**config.mk**
```make
export PLATFORM = sky130hd
export DESIGN_NAME = seq_detect_param_flat
export DESIGN_NICKNAME = d
export VERILOG_FILES = /design/src/rtl/seq_detect_param_if.sv /design/src/rtl/seq_detect_param.sv /design/src/flat_wrapper.sv
export SDC_FILE = /design/constraint.sdc
export NUM_CORES = 1
export LEC_CHECK = 0
export CORE_MARGIN = 2
export CORE_UTILIZATION = 61
export DETAILED_ROUTE_END_ITERATION = 8
export DONT_BUFFER_PORTS = 1
export PLACE_DENSITY = 0.77
export SYNTH_ARGS = -nofsm -noshare
export SYNTH_HDL_FRONTEND = slang
export SYNTH_SLANG_ARGS = --single-unit
```
**constraint.sdc**
```tcl
create_clock -name clk -period 3.7 [get_ports clk]
set_clock_uncertainty 0.2 [all_clocks]
set_input_delay 0.74 -clock clk [delete_from_list [all_inputs] [get_ports clk]]
set_output_delay 0.74 -clock clk [all_outputs]
set_load 0.05 [all_outputs]
```
**src/rtl/seq_detect_param_if.sv**
```systemverilog
// Bit-stream, configuration and status bundle of the serial pattern detector.
interface seq_detect_param_if #(
    parameter int unsigned PAT_W = 4,
    parameter int unsigned CNT_W = 8
);
    logic             din_valid;
    logic             din;
    logic             cfg_load;
    logic [PAT_W-1:0] cfg_pattern;
    logic [PAT_W-1:0] cfg_mask;
    logic             cfg_overlap;
    logic             cnt_clr;
    logic             flag;
    logic [CNT_W-1:0] match_cnt;
    logic             cnt_sat;

    modport master (
        output din_valid, din, cfg_load, cfg_pattern, cfg_mask, cfg_overlap, cnt_clr,
        input  flag, match_cnt, cnt_sat
    );

    modport slave (
        input  din_valid, din, cfg_load, cfg_pattern, cfg_mask, cfg_overlap, cnt_clr,
        output flag, match_cnt, cnt_sat
    );
endinterface

```
**src/rtl/seq_detect_param.sv**
```systemverilog
// Serial pattern detector with programmable pattern, don't-care mask and overlap
// mode; registered match pulse plus a saturating match counter.
module seq_detect_param #(
    parameter int unsigned PAT_W = 4,
    parameter int unsigned CNT_W = 8
) (
    input logic               clk,
    input logic               rst_n,
    seq_detect_param_if.slave bus
);
    localparam int unsigned FILL_W = $clog2(PAT_W + 1);
    localparam logic [CNT_W-1:0] CNT_MAX = '1;

    typedef enum logic {FILL = 1'b0, ARMED = 1'b1} state_t;

    state_t           state, state_nxt;
    logic [FILL_W-1:0] fill, fill_nxt, fill_inc;
    logic [PAT_W-1:0] hist, hist_nxt;
    logic [PAT_W-1:0] pat_r, mask_r;
    logic             ovl_r;
    logic             accept, full_nxt, hit;
    logic             flag_q, flag_nxt;
    logic [CNT_W-1:0] cnt_q, cnt_nxt;
    logic             sat_q;

    // Bit acceptance and match evaluation against the post-shift history
    always_comb begin
        accept   = bus.din_valid & ~bus.cfg_load;
        hist_nxt = {hist[PAT_W-2:0], bus.din};
        fill_inc = (fill == FILL_W'(PAT_W)) ? fill : fill + FILL_W'(1);
        full_nxt = (fill_inc == FILL_W'(PAT_W));
        hit      = accept & full_nxt & (((hist_nxt ^ pat_r) & ~mask_r) == '0);
    end

    // State register
    always_ff @(posedge clk or negedge rst_n) begin
        if (!rst_n) begin
            state <= FILL;
            fill  <= '0;
        end else begin
            state <= state_nxt;
            fill  <= fill_nxt;
        end
    end

    // Next state: non-overlap matches restart the fill so history is not reused
    always_comb begin
        state_nxt = state;
        fill_nxt  = fill;
        if (bus.cfg_load) begin
            state_nxt = FILL;
            fill_nxt  = '0;
        end else if (accept) begin
            fill_nxt = fill_inc;
            unique case (state)
                FILL:    if (full_nxt) state_nxt = ARMED;
                ARMED:   state_nxt = ARMED;
                default: state_nxt = FILL;
            endcase
            if (hit && !ovl_r) begin
                state_nxt = FILL;
                fill_nxt  = '0;
            end
        end
    end

    // Output logic: clear wins over increment, but the pulse still fires
    always_comb begin
        flag_nxt = hit;
        cnt_nxt  = cnt_q;
        if (bus.cnt_clr) begin
            cnt_nxt = '0;
        end else if (hit && (cnt_q != CNT_MAX)) begin
            cnt_nxt = cnt_q + CNT_W'(1);
        end
    end

    always_ff @(posedge clk or negedge rst_n) begin
        if (!rst_n) begin
            hist   <= '0;
            pat_r  <= '0;
            mask_r <= '0;
            ovl_r  <= 1'b1;
            flag_q <= 1'b0;
            cnt_q  <= '0;
            sat_q  <= 1'b0;
        end else begin
            if (bus.cfg_load) begin
                pat_r  <= bus.cfg_pattern;
                mask_r <= bus.cfg_mask;
                ovl_r  <= bus.cfg_overlap;
            end
            if (accept) hist <= hist_nxt;
            flag_q <= flag_nxt;
            cnt_q  <= cnt_nxt;
            sat_q  <= (cnt_nxt == CNT_MAX);
        end
    end

    assign bus.flag      = flag_q;
    assign bus.match_cnt = cnt_q;
    assign bus.cnt_sat   = sat_q;
endmodule
```
**src/flat_wrapper.sv**
```systemverilog
// flat-port wrapper written by rule: the top's interface ports become plain ports
module seq_detect_param_flat 
#(
    parameter int unsigned PAT_W = 4,
    parameter int unsigned CNT_W = 8
)
  (clk, rst_n, bus_din_valid, bus_din, bus_cfg_load, bus_cfg_pattern, bus_cfg_mask, bus_cfg_overlap, bus_cnt_clr, bus_flag, bus_match_cnt, bus_cnt_sat);
  seq_detect_param_if #(.PAT_W(PAT_W), .CNT_W(CNT_W)) bus_i ();
  input logic clk;
  input logic rst_n;
  input wire logic [$bits(bus_i.din_valid)-1:0] bus_din_valid;
  input wire logic [$bits(bus_i.din)-1:0] bus_din;
  input wire logic [$bits(bus_i.cfg_load)-1:0] bus_cfg_load;
  input wire logic [$bits(bus_i.cfg_pattern)-1:0] bus_cfg_pattern;
  input wire logic [$bits(bus_i.cfg_mask)-1:0] bus_cfg_mask;
  input wire logic [$bits(bus_i.cfg_overlap)-1:0] bus_cfg_overlap;
  input wire logic [$bits(bus_i.cnt_clr)-1:0] bus_cnt_clr;
  output wire logic [$bits(bus_i.flag)-1:0] bus_flag;
  output wire logic [$bits(bus_i.match_cnt)-1:0] bus_match_cnt;
  output wire logic [$bits(bus_i.cnt_sat)-1:0] bus_cnt_sat;
  assign bus_i.din_valid = bus_din_valid;
  assign bus_i.din = bus_din;
  assign bus_i.cfg_load = bus_cfg_load;
  assign bus_i.cfg_pattern = bus_cfg_pattern;
  assign bus_i.cfg_mask = bus_cfg_mask;
  assign bus_i.cfg_overlap = bus_cfg_overlap;
  assign bus_i.cnt_clr = bus_cnt_clr;
  assign bus_flag = bus_i.flag;
  assign bus_match_cnt = bus_i.match_cnt;
  assign bus_cnt_sat = bus_i.cnt_sat;
  seq_detect_param #(.PAT_W(PAT_W), .CNT_W(CNT_W)) u_core (.clk(clk), .rst_n(rst_n), .bus(bus_i));
endmodule
```
==> impl_metrics.tcl <==
set metrics [dict create \
    outcome "complete, no violations" \
    cts-buffers-inserted 3 \
    crit_chain "inv_1, ha_1, a21oi_1, o21bai_1, a2111o_1, or2_4, or4_1, and2_1, nor4_2" \
    insertion_delay_ps 320 \
    crit_path_end_kind "flop" \
    drcViolationCount 0 \
    die-width_um 49.8 \
    ant_diodes 0 \
    wirelength_mm 2.39 \
    rr_endpoint "u_core.bus.cnt_sat" \
    fp.dieArea_um2 2480 \
    firstDrtPassIters 4 \
    min-delay-path-class "in2async" \
    clkTransAtPathRegs_ps 130 \
    grt_antenna_before_repair 0 \
    initial_core_util 0.652 \
    critical_path.n_buffers_inverters 1 \
    globalRouteTotalUtil 0.214 \
    reg2reg_slack_ps 600 \
    muxShareOfSynthArea 0.122 \
    clock_path_buffers 2 \
    post_cts_setup_bufs 0 \
    mostFrequentLayoutCell "sky130_fd_sc_hd__dfrtp_1" \
    synthesis.area_um2 1280 \
    power.density_cell_area_nw_per_um2 386 \
    swShare 0.269 \
    final.fill_count 161 \
    post_synth_fa_ha_maj_area_fraction 0.0294 \
    route.vias.total 910 \
    cts-hold-fix-buffers 1 \
    cts.htree.levels 1 \
    grt_start_max_net_pins 25 \
    dp_hpwl_mm 1.78 \
    p_sw_uw 139 \
    sinks_on_the_clock_net 25 \
    grt_first_pass_wirelength_mm 4.04 \
    port_buffers 0 \
    cell_internal_power_dissipation_uw 378 \
    area.growth.synth_to_final_pct 4.89 \
    row_count 16 \
    grt_overflow 0 \
    synth_enable_flop_cells 0 \
    top_family_by_delay_on_critical_path "simple AND/OR/NAND/NOR gates" \
    final_hold_violations 0 \
    detail_route.wl_per_cell_um 15.8 \
    tritoncts_clock_tree "done" \
    drv_slew 0 \
    layout_setup_ws_ps 597 \
    synth-compound-area-share 0.0978 \
    main_combinational_cell_family_by_area_after_synthesis "simple AND/OR/NAND/NOR gates" \
    worst_hold_slack_ps 35.7 \
    final_cell_mix "sky130_fd_sc_hd__dfrtp_1 (24), sky130_fd_sc_hd__mux2_2 (13), sky130_fd_sc_hd__inv_1 (8)" \
    post_route_cells_drive_above_1_share 0.169 \
    first_global_vias 870 \
    cp_slowest_cell "sky130_fd_sc_hd__a2111o_1" \
    seq_power_share 0.602 \
    timing.fmax_mhz 322 \
    max_slew_margin 0.277 \
    power_leakage_nw 0.561 \
    tightestPinTransition_ps 1080 \
    finalWorstPathRequiredPeriod_ps 3100 \
    seq_area_frac_synth 0.490 \
    worst-endpoint-required_ps 3740 \
    final_design_area_no_fill_um2 1340 \
    cts-root-buf "sky130_fd_sc_hd__clkbuf_4" \
    worst-endpoint-arrival_ps 3140 \
    synthesis.yosys.warnings 0 \
    worst_ir_drop_vdd_v 0.000269 \
    rsz0062_at_grt "false" \
    yosysUniqueCellTypes 38 \
    synth.net_count 139 \
    clock_power_share 0.240 \
    fp.coreArea_um2 1960 \
    yosys.area_share.xor_xnor 0.0411 \
    cp_slowest_stage_delay_ps 530 \
    maxCapViolCount 0 \
    timing.setup.critical_path_class "reg2reg" \
    final_core_util 0.684 \
    worst_setup_path_start_kind "flop" \
    avgViaCountPerCell 6.03 \
    postCtsResizedCells 0 \
    simple_gate_area_share_of_the_yosys_netlist 0.190 \
    gp_congestion 0.847 \
    synthesis.area_per_instance_um2 10.6 \
    syn-instance-count 121 \
    setup_total_negative_slack_ps 0 \
    dominantRegCellSynth "sky130_fd_sc_hd__dfrtp_1" \
    final-setup-viol-count 0 \
    power.combinational.fraction 0.158 \
    synth_seq_cells 25 \
    path_max_fanout 9 \
    num-nets-final 143 \
    y_dimension_of_the_die_um 49.8 \
    first_iter_violations 26 \
    top_level_ports 25 \
    fin_crit_sh 0.839 \
    crit-reg2reg-launch "u_core.fill[0]" \
    ant_nets 0 \
    reg2regPathDepth 9 \
    async_reset_ff_frac 1.00 \
    postPlaceCellArea_um2 1310 \
    dp_slack_ps 651 \
]
==> state kept, by name (all words and copies together), names as in the netlist <==
signal	flops
u_core.bus.cnt_sat	1
u_core.fill	3
u_core.bus.match_cnt	8
u_core.hist	3
u_core.ovl_r	1
u_core.pat_r	4
u_core.bus.flag	1
u_core.mask_r	4
==> logic make-up (layout without fill, tap and decap cells) <==
kind of cell,after synthesis,in the layout
AND/OR/NAND/NOR,43,43
flip-flops,25,25
AO/OA/AOI/OAI,20,20
multiplexers,14,14
buffers and inverters,10,13
XOR/XNOR,6,6
adder cells (fa/ha/maj),3,3
==> final cells by class <==
type                    instances  area, µm²  area share
clock buffers                   4       26.3      0.0196
inverters                       8       30.0      0.0224
multi-input cells              86        614       0.458
flip-flops and latches         25        627       0.467
well taps                      27       33.8      0.0252
repair buffers                  1       10.0     0.00746
==> power by group through the flow <==
| stage | registers (mW) | logic [mW] | clock network [mW] |
|---|---|---|---|
| after floorplan | 0.313 | 0.0656 | 0 |
| after global placement | 0.316 | 0.0696 | 0 |
| after detailed placement | 0.318 | 0.0754 | 0 |
| after CTS | 0.312 | 0.0817 | 0.126 |
| after global routing | 0.315 | 0.0906 | 0.135 |
| final | 0.312 | 0.0819 | 0.124 |
==> worst max path at each step <==
stage	from	endpoint	slack, ps	cells after the start
global placement	u_core.fill[0]	u_core.bus.cnt_sat	710	9
detailed placement	u_core.fill[0]	u_core.bus.cnt_sat	650	9
finish	u_core.fill[0]	u_core.bus.cnt_sat	600	9
CTS	u_core.fill[0]	u_core.bus.cnt_sat	620	9
floorplan	u_core.fill[0]	u_core.bus.cnt_sat	820	9
global route	u_core.fill[0]	u_core.bus.cnt_sat	430	9
==> synth_stat cells (3+ instances only) <==
cell,count,area [µm²]
sky130_fd_sc_hd__nor2b_1,4,25.0
sky130_fd_sc_hd__dfrtp_1,24,601
sky130_fd_sc_hd__mux2_2,13,146
sky130_fd_sc_hd__a21oi_1,6,30.0
sky130_fd_sc_hd__o21ai_0,4,20.0
sky130_fd_sc_hd__nand3_1,5,25.0
sky130_fd_sc_hd__inv_1,8,30.0
sky130_fd_sc_hd__nand2_1,7,26.3
sky130_fd_sc_hd__ha_1,3,37.5
sky130_fd_sc_hd__xnor2_1,6,52.6
sky130_fd_sc_hd__nor2_1,7,26.3
==> worst reg2reg max path: cells and delay by family, from the launching register on <==
kind | cells | cell delay, ps
buf+inv | 1 | 90
flops | 1 | 430
simple gates | 4 | 1200
compound gates | 3 | 850
fa+ha+maj | 1 | 250
==> routing by layer <==
| layer | GRT usage | vias to the layer above | routed length, µm |
|---|---|---|---|
| li1 | - | 435 | - |
| met4 | 0.0556 | 0 | 40 |
| met3 | 0.0515 | 7 | 130 |
| met1 | 0.273 | 436 | 1030 |
| met5 | 0 | - | 0 |
| met2 | 0.362 | 32 | 1190 |
==> through the flow <==
step / power [mW] / std cells
6_report: 0.518 / 151
3_3_place_gp: 0.385 / 146
5_1_grt: 0.541 / 151
3_5_place_dp: 0.393 / 146
2_1_floorplan: 0.378 / 121
4_1_cts: 0.520 / 151
(Power assumes the default switching activity.)
